$ cat config.mk
export PLATFORM = sky130hd
export DESIGN_NAME = h_u_rca4_serial_add
export DESIGN_NICKNAME = d
export VERILOG_FILES = /design/src/rtl/h_u_rca4_serial_add.sv
export SDC_FILE = /design/constraint.sdc
export NUM_CORES = 1
export LEC_CHECK = 0
export CAP_MARGIN = 20
export CELL_PAD_IN_SITES_DETAIL_PLACEMENT = 1
export CELL_PAD_IN_SITES_GLOBAL_PLACEMENT = 1
export CORE_AREA = 2 2 79 81
export DETAILED_ROUTE_END_ITERATION = 10
export DIE_AREA = 0 0 81 83
export DONT_BUFFER_PORTS = 1
export PLACE_DENSITY = 0.86
export SKIP_CTS_REPAIR_TIMING = 1
export SYNTH_ARGS = -nofsm -noshare
export SYNTH_HDL_FRONTEND = slang
export SYNTH_SLANG_ARGS = --single-unit
$ cat constraint.sdc
create_clock -name clk -period 2.68 [get_ports clk]
set_clock_uncertainty 0.1 [all_clocks]
set_input_delay 0.536 -clock clk [delete_from_list [all_inputs] [get_ports clk]]
set_output_delay 0.536 -clock clk [all_outputs]
set_load 0.02 [all_outputs]
$ cat src/rtl/h_u_rca4_serial_add.sv
// h_u_rca4_serial_add
// Digit-serial unsigned adder. One 4-bit ripple-carry slice (four full
// adders, carry-in live) is reused over WORDS cycles to add two
// 4*WORDS-bit operands nibble by nibble. A registered carry links
// successive nibbles. Both sides use a valid/ready handshake.
//
// Optional build macro: H_U_RCA4_SERIAL_SIGNED_OVF_EN
//   When defined, the module gets an extra output port "ovf". It reports
//   the two's-complement overflow of a+b and follows the same rules as "out".
//
// Legal WORDS range: 1..16.
module h_u_rca4_serial_add #(
  parameter int WORDS = 4
) (
  input  logic                 clk,
  input  logic                 rst,
  input  logic                 in_valid,
  output logic                 in_ready,
  input  logic [4*WORDS-1:0]   a,
  input  logic [4*WORDS-1:0]   b,
  output logic                 out_valid,
  input  logic                 out_ready,
`ifdef H_U_RCA4_SERIAL_SIGNED_OVF_EN
  output logic                 ovf,
`endif
  output logic [4*WORDS:0]     out
);

  localparam int W  = 4 * WORDS;
  localparam int CW = (WORDS > 1) ? $clog2(WORDS) : 1;
  localparam logic [CW-1:0] LAST = CW'(WORDS - 1);

  typedef enum logic [1:0] {
    IDLE = 2'd0,
    RUN  = 2'd1,
    DONE = 2'd2
  } state_t;

  state_t          state;
  state_t          state_next;

  logic [W-1:0]    a_sh;
  logic [W-1:0]    b_sh;
  logic [W-1:0]    res_sh;
  logic            carry;
  logic [CW-1:0]   cnt;
  logic [W:0]      out_q;
  logic            last;

  // Ripple-carry slice signals.
  // c[i] is the carry into bit i, so c[3] is the carry into the nibble MSB.
  logic [3:0]      sum4;
  logic [4:0]      c;
  logic [W+3:0]    res_cat;
  logic [W-1:0]    res_next;

  assign last = (cnt == LAST);

  // 4-bit slice: all four bits are full adders because the carry-in is live.
  assign c[0] = carry;
  for (genvar i = 0; i < 4; i++) begin : g_fa
    logic p;
    assign p       = a_sh[i] ^ b_sh[i];
    assign sum4[i] = p ^ c[i];
    assign c[i+1]  = (a_sh[i] & b_sh[i]) | (c[i] & p);
  end

  // The new nibble enters the result register from the top, and the rest
  // shifts down. Concatenating first keeps this legal when WORDS == 1.
  assign res_cat  = {sum4, res_sh};
  assign res_next = res_cat[W+3:4];

  // State register.
  always_ff @(posedge clk) begin
    // NOTE: sequential state uses non-blocking assignments only, so every
    // flop samples pre-edge values regardless of process ordering.
    if (rst) begin
      state <= IDLE;
    end else begin
      state <= state_next;
    end
  end

  // Next-state logic.
  always_comb begin
    // NOTE: default assignment first, so no path leaves state_next unassigned
    // (that would infer a latch).
    state_next = state;
    case (state)
      IDLE:    if (in_valid)  state_next = RUN;
      RUN:     if (last)      state_next = DONE;
      DONE:    if (out_ready) state_next = IDLE;
      default:                state_next = IDLE;
    endcase
  end

  // Handshake outputs, decoded from the state register only.
  always_comb begin
    in_ready  = (state == IDLE);
    out_valid = (state == DONE);
  end

  // Operand and partial-result shift registers.
  always_ff @(posedge clk) begin
    // NOTE: these datapath registers are deliberately not reset. They are
    // always loaded or fully overwritten before their contents are used, so
    // a reset would only add fan-out on rst.
    case (state)
      IDLE: begin
        if (in_valid) begin
          a_sh <= a;
          b_sh <= b;
        end
      end
      RUN: begin
        a_sh   <= a_sh >> 4;
        b_sh   <= b_sh >> 4;
        res_sh <= res_next;
      end
      default: ;
    endcase
  end

  // Control datapath: carry, nibble counter, and the held result.
  always_ff @(posedge clk) begin
    if (rst) begin
      carry <= 1'b0;
      cnt   <= '0;
      out_q <= '0;
    end else begin
      case (state)
        IDLE: begin
          if (in_valid) begin
            carry <= 1'b0;
            cnt   <= '0;
          end
        end
        RUN: begin
          carry <= c[4];
          cnt   <= cnt + 1'b1;
          if (last) begin
            out_q <= {c[4], res_next};
          end
        end
        default: ;
      endcase
    end
  end

  assign out = out_q;

`ifdef H_U_RCA4_SERIAL_SIGNED_OVF_EN
  logic ovf_q;

  // Signed overflow is captured on the last nibble, together with the result.
  always_ff @(posedge clk) begin
    if (rst) begin
      ovf_q <= 1'b0;
    end else if (state == RUN && last) begin
      ovf_q <= c[3] ^ c[4];
    end
  end

  assign ovf = ovf_q;
`endif

endmodule

-- Word-level counts from Yosys, hierarchy flattened
Cells that the tools add are included.
- register bits: 70
- RAM bits: 0
- ROM bits: 0
- logic and storage cells: 51
- output and inout bits: 19
- latch bits: 0
- input port bits: 36
- memories: 0
- reduce and logical (&&, ||, !) cells: 5
- shifts and indexed selects: 0
- $mul: 0
- equal/unequal tests: 6
- $lt $le $gt $ge: 0
- muxes and demuxes: 12
- add/sub/neg operators: 1
- bitwise logic cells: 20
- divide/modulo/power cells: 0
- operator list (operator ; count):
    $pmux W16 S2 ; 2
    $mux W16 ; 2
    $and A1 B1 Y1 ; 8
    $mux W2 ; 4
    $xor A1 B1 Y1 ; 8
    $pmux W2 S3 ; 1
    $eq A2 B2 Y1 const B ; 2
    $ne A2 B2 Y1 const B ; 2
    $or A1 B1 Y1 ; 4
    $pmux W2 S2 ; 1
    $reduce_and A2 Y1 ; 2
    $reduce_and A3 Y1 ; 1
    $add A2 B1 Y2 const B ; 1
    $eq A2 B1 Y1 const B ; 1
    $logic_not A2 Y1 ; 1
    $ne A2 B1 Y1 const B ; 1
    $pmux W1 S2 ; 1
    $reduce_bool A2 Y1 ; 1
    $mux W1 ; 1

-- Longest topological paths before layout
- depth after elaboration: 10
- gate-level depth with buffers: 9

-- Worst setup path before layout
No wires, ideal clock.
- path kind: reg-to-reg
- start: reg a_sh[0]
- end: reg out_q[15], in the netlist out[15]
- stages on the path, launching flop included: 10
- data required time: 2.522 ns
- path buffers: 0
- setup slack: 0.428 ns
- arrival time: 2.094 ns
- period minus slack after synthesis: 2.252 ns
- path through: edfxtp_1 fa_1 inv_1 fa_1 inv_1 fa_1 inv_1 fa_1 nor2_1 mux2_2
- cells in the longest elaborated chain, start to end: 8
- ends and longest elaborated chain (what ; RTL line ; text):
    start, declared ; 42 ; logic [W-1:0] a_sh;
    start signal, assigned ; 116 ; a_sh <= a_sh >> 4;
    $xor A1 B1 Y1 ; 63 ; assign p = a_sh[i] ^ b_sh[i];
    $and A1 B1 Y1 ; 65 ; assign c[i+1] = (a_sh[i] & b_sh[i]) | (c[i] & p);
    $or A1 B1 Y1 (*) ; 65 ;
    $and A1 B1 Y1 (*) ; 65 ;
    $or A1 B1 Y1 (*) ; 65 ;
    $and A1 B1 Y1 (*) ; 65 ;
    $or A1 B1 Y1 (*) ; 65 ;
    $xor A1 B1 Y1 (*) ; 64 ; assign sum4[i] = p ^ c[i];
    end signal, assigned ; 142 ; out_q <= {c[4], res_next};
    end, declared ; 47 ; logic [W:0] out_q;
Every way passes the cells marked *; elsewhere a longest branch is shown, timed or not.
A chain may end at the register's enable or synchronous reset.

-- Worst setup path in the final report
Same ends and word-level chain as after synthesis.

==> flow_metrics.env <==
export IMPL_path_clk_slew_ns=0.06
export IMPL_htree_levels=3
export IMPL_ys_warn_count=0
export IMPL_multi_input_area_um2=982
export IMPL_leakage_nw=1.13
export IMPL_yosysUniqueCellTypes=25
export IMPL_grt_pass1_vias=1582
export IMPL_hpwl_um=3000
export IMPL_rrSetupSlack_ns=0.27
export IMPL_rsz0062_at_grt="false"
export IMPL_min_period_ns=2.41
export IMPL_antenna_found_initial=0
export IMPL_grt_overflow=0
export IMPL_cts_tree="built"
export IMPL_crit_path_start_kind="flop"
export IMPL_worst_pin_slew_ns=0.520
export IMPL_nets=236
export IMPL_maxCapViolations=0
export IMPL_synth_seq_cells=66
export IMPL_end_kind="flop"
export IMPL_arrival_ns=2.59
export IMPL_synth_fp_nets=233
export IMPL_core_area_mm2=0.00582
export IMPL_power_density_mw_per_mm2=716
export IMPL_fp_dieW_um=81
export IMPL_vias=1417
export IMPL_cp_endpoint="out[15]$_SDFFE_PP0P_"
export IMPL_grt_usage_pct=14.4
export IMPL_clk_latency_ns=0.33
export IMPL_hold_path_class="input port to flop"
export IMPL_ant_nets=0
export IMPL_maxSlewViolCount=0
export IMPL_drc=0
export IMPL_muxShareOfSynthArea_pct=17.7
export IMPL_initial_core_util_pct=49.4
export IMPL_design_area_mm2=0.00309
export IMPL_fin_crit_sh_pct=89.9
export IMPL_final_cell_mix="edfxtp_1 (44), nand2b_1 (34), dfxtp_1 (22), mux2_4 (17), mux2i_1 (14)"
export IMPL_nFillCells=575
export IMPL_synthesis_area_mm2=0.00288
export IMPL_yosys_area_share_simple_pct=11.6
export IMPL_grt_max_degree=42
export IMPL_rr_worst_depth=9
export IMPL_final_hold_violation_count=0
export IMPL_critical_path_required_ns=2.86
export IMPL_port_buffers=0
export IMPL_area_growth_pct=7.62
export IMPL_netlist_instances=192
export IMPL_wl_um=4450
export IMPL_max_slew_margin_pct=65.4
export IMPL_numCtsBuffers=9
export IMPL_tns_ns=0
export IMPL_clock_sinks=66
export IMPL_placed_area_mm2=0.00289
export IMPL_synth_top_family_by_area="multiplexers"
export IMPL_synth_xor_area_share_pct=0
export IMPL_vias_per_cell=5.15
export IMPL_ios=55
export IMPL_setup_viol=0
export IMPL_gp_congestion=0.673
export IMPL_r2r_start="a_sh[0]$_DFFE_PP_"
export IMPL_rows=28
export IMPL_regArea_mm2=0.00176
export IMPL_fmax_mhz=415
export IMPL_antenna_cells=0
export IMPL_avgSynthCellArea_um2=15.0
export IMPL_drive_gt1_share_pct=23.0
export IMPL_grt_pass1_wl_um=7200
export IMPL_final_common_cell="edfxtp_1"
export IMPL_initialDrtViolationCount=32
export IMPL_startpoint="a_sh[0]$_DFFE_PP_"
export IMPL_die_area_mm2=0.00672
export IMPL_ctsLongestPathBuffers=2
export IMPL_first_pass_iters=2
export IMPL_routedWlPerCell_um=16.2
export IMPL_die_h_um=83
export IMPL_root_buffer="clkbuf_8"
export IMPL_path_max_fanout=2
export IMPL_holdWs_ns=0.174
export IMPL_fin_util_pct=53.2
export IMPL_synth_compound_area_share_pct=1.70
export IMPL_ys_seq_area_share_pct=61.3
export IMPL_path_class="flop to flop"
export IMPL_vdd_drop_max_mv=0.529
export IMPL_status="finished clean"
export IMPL_r2r_end="out[15]$_SDFFE_PP0P_"
export IMPL_yosys_area_share_adder_pct=3.22
metrics by stage:
step                cells  setup slack, ns  power [mW]
floorplan             192            0.428        1.41
global placement      259            0.368        1.41
detailed placement    259            0.268        1.43
CTS                   275            0.230        2.25
global route          275            0.154        2.32
finish                275            0.271        2.22
critical path, cell delays in order, from the launching register on:
cell and delay (ns):
edfxtp_1 0.40, fa_1 0.43, inv_1 0.08, fa_1 0.17, inv_1 0.05, fa_1 0.36, inv_1 0.07, fa_1 0.43
nor2_1 0.12, mux2_2 0.14
synth_stat cells:
master     number  area (µm²)
a211oi_1        1        7.51
a21oi_1         1        5.00
and2_1          8        50.1
and3b_2         1        10.0
buf_12          2        40.0
buf_4           1        7.51
buf_6           2        22.5
clkbuf_1        4        15.0
dfxtp_1        22         440
edfxtp_1       44        1320
fa_1            4        80.1
ha_1            1        12.5
inv_1          10        37.5
inv_6           1        8.76
mux2_2         10         113
mux2_4         17         255
mux2i_1        14         140
nand2b_1       34         213
nand3b_1        1        7.51
nor2_1          5        18.8
nor2b_1         4        25.0
o21ba_2         1        10.0
o2bb2ai_1       2        17.5
o32ai_1         1        8.76
or3b_2          1        8.76
cell families (layout without fill, tap and decap cells):
kind of cell    count (synthesis)  in the layout
buf+inv                        20             28
flops                          66             66
simple gates                   54             54
fa+ha+maj                       5              5
mux                            41             41
compound gates                  6              6
power breakdown:
part,switching [mW],internal (mW),total (mW)
combinational,0.0894,0.0988,0.188
sequential,0.0294,1.19,1.22
clock,0.343,0.468,0.811
total,0.462,1.75,2.22
area by class of cell:
cell class	instances	share of cell area, %
Clock inverter	1	0.162
Multi-Input combinational cell	106	31.7
Timing Repair Buffer	1	0.243
Sequential cell	66	56.9
Inverter	11	1.50
Clock buffer	15	6.39
Tap cell	75	3.03
flip-flops by register name, indices dropped and copies added, names as in the netlist:
| register | flops |
|---|---|
| b_sh | 16 |
| a_sh | 16 |
| state | 2 |
| res_sh | 12 |
| carry | 1 |
| cnt | 2 |
| out | 17 |
per-layer routing:
layer,wire length (µm),track usage (%),vias up,part of all wire (%)
li1,-,-,669,-
met1,1650,14.8,691,37
met2,2340,24.4,52,53
met3,419,7.83,5,9.4
met4,38,5.08,0,0.85
met5,0,0,-,0
worst min-delay path by stage:
stage | from | end | slack, ns | depth (start not counted)
6_report | rst | state[1]$_SDFFE_PP0P_ | 0.17 | 1
3_5_place_dp | res_sh[9]$_DFFE_PP_ | res_sh[5]$_DFFE_PP_ | 0.34 | 0
4_1_cts | rst | state[1]$_SDFFE_PP0P_ | 0.15 | 1
5_1_grt | rst | state[0]$_SDFFE_PP0P_ | 0.15 | 1
2_1_floorplan | res_sh[14]$_DFFE_PP_ | res_sh[10]$_DFFE_PP_ | 0.33 | 0
3_3_place_gp | res_sh[11]$_DFFE_PP_ | res_sh[7]$_DFFE_PP_ | 0.33 | 0
(Power assumes the default switching activity.)
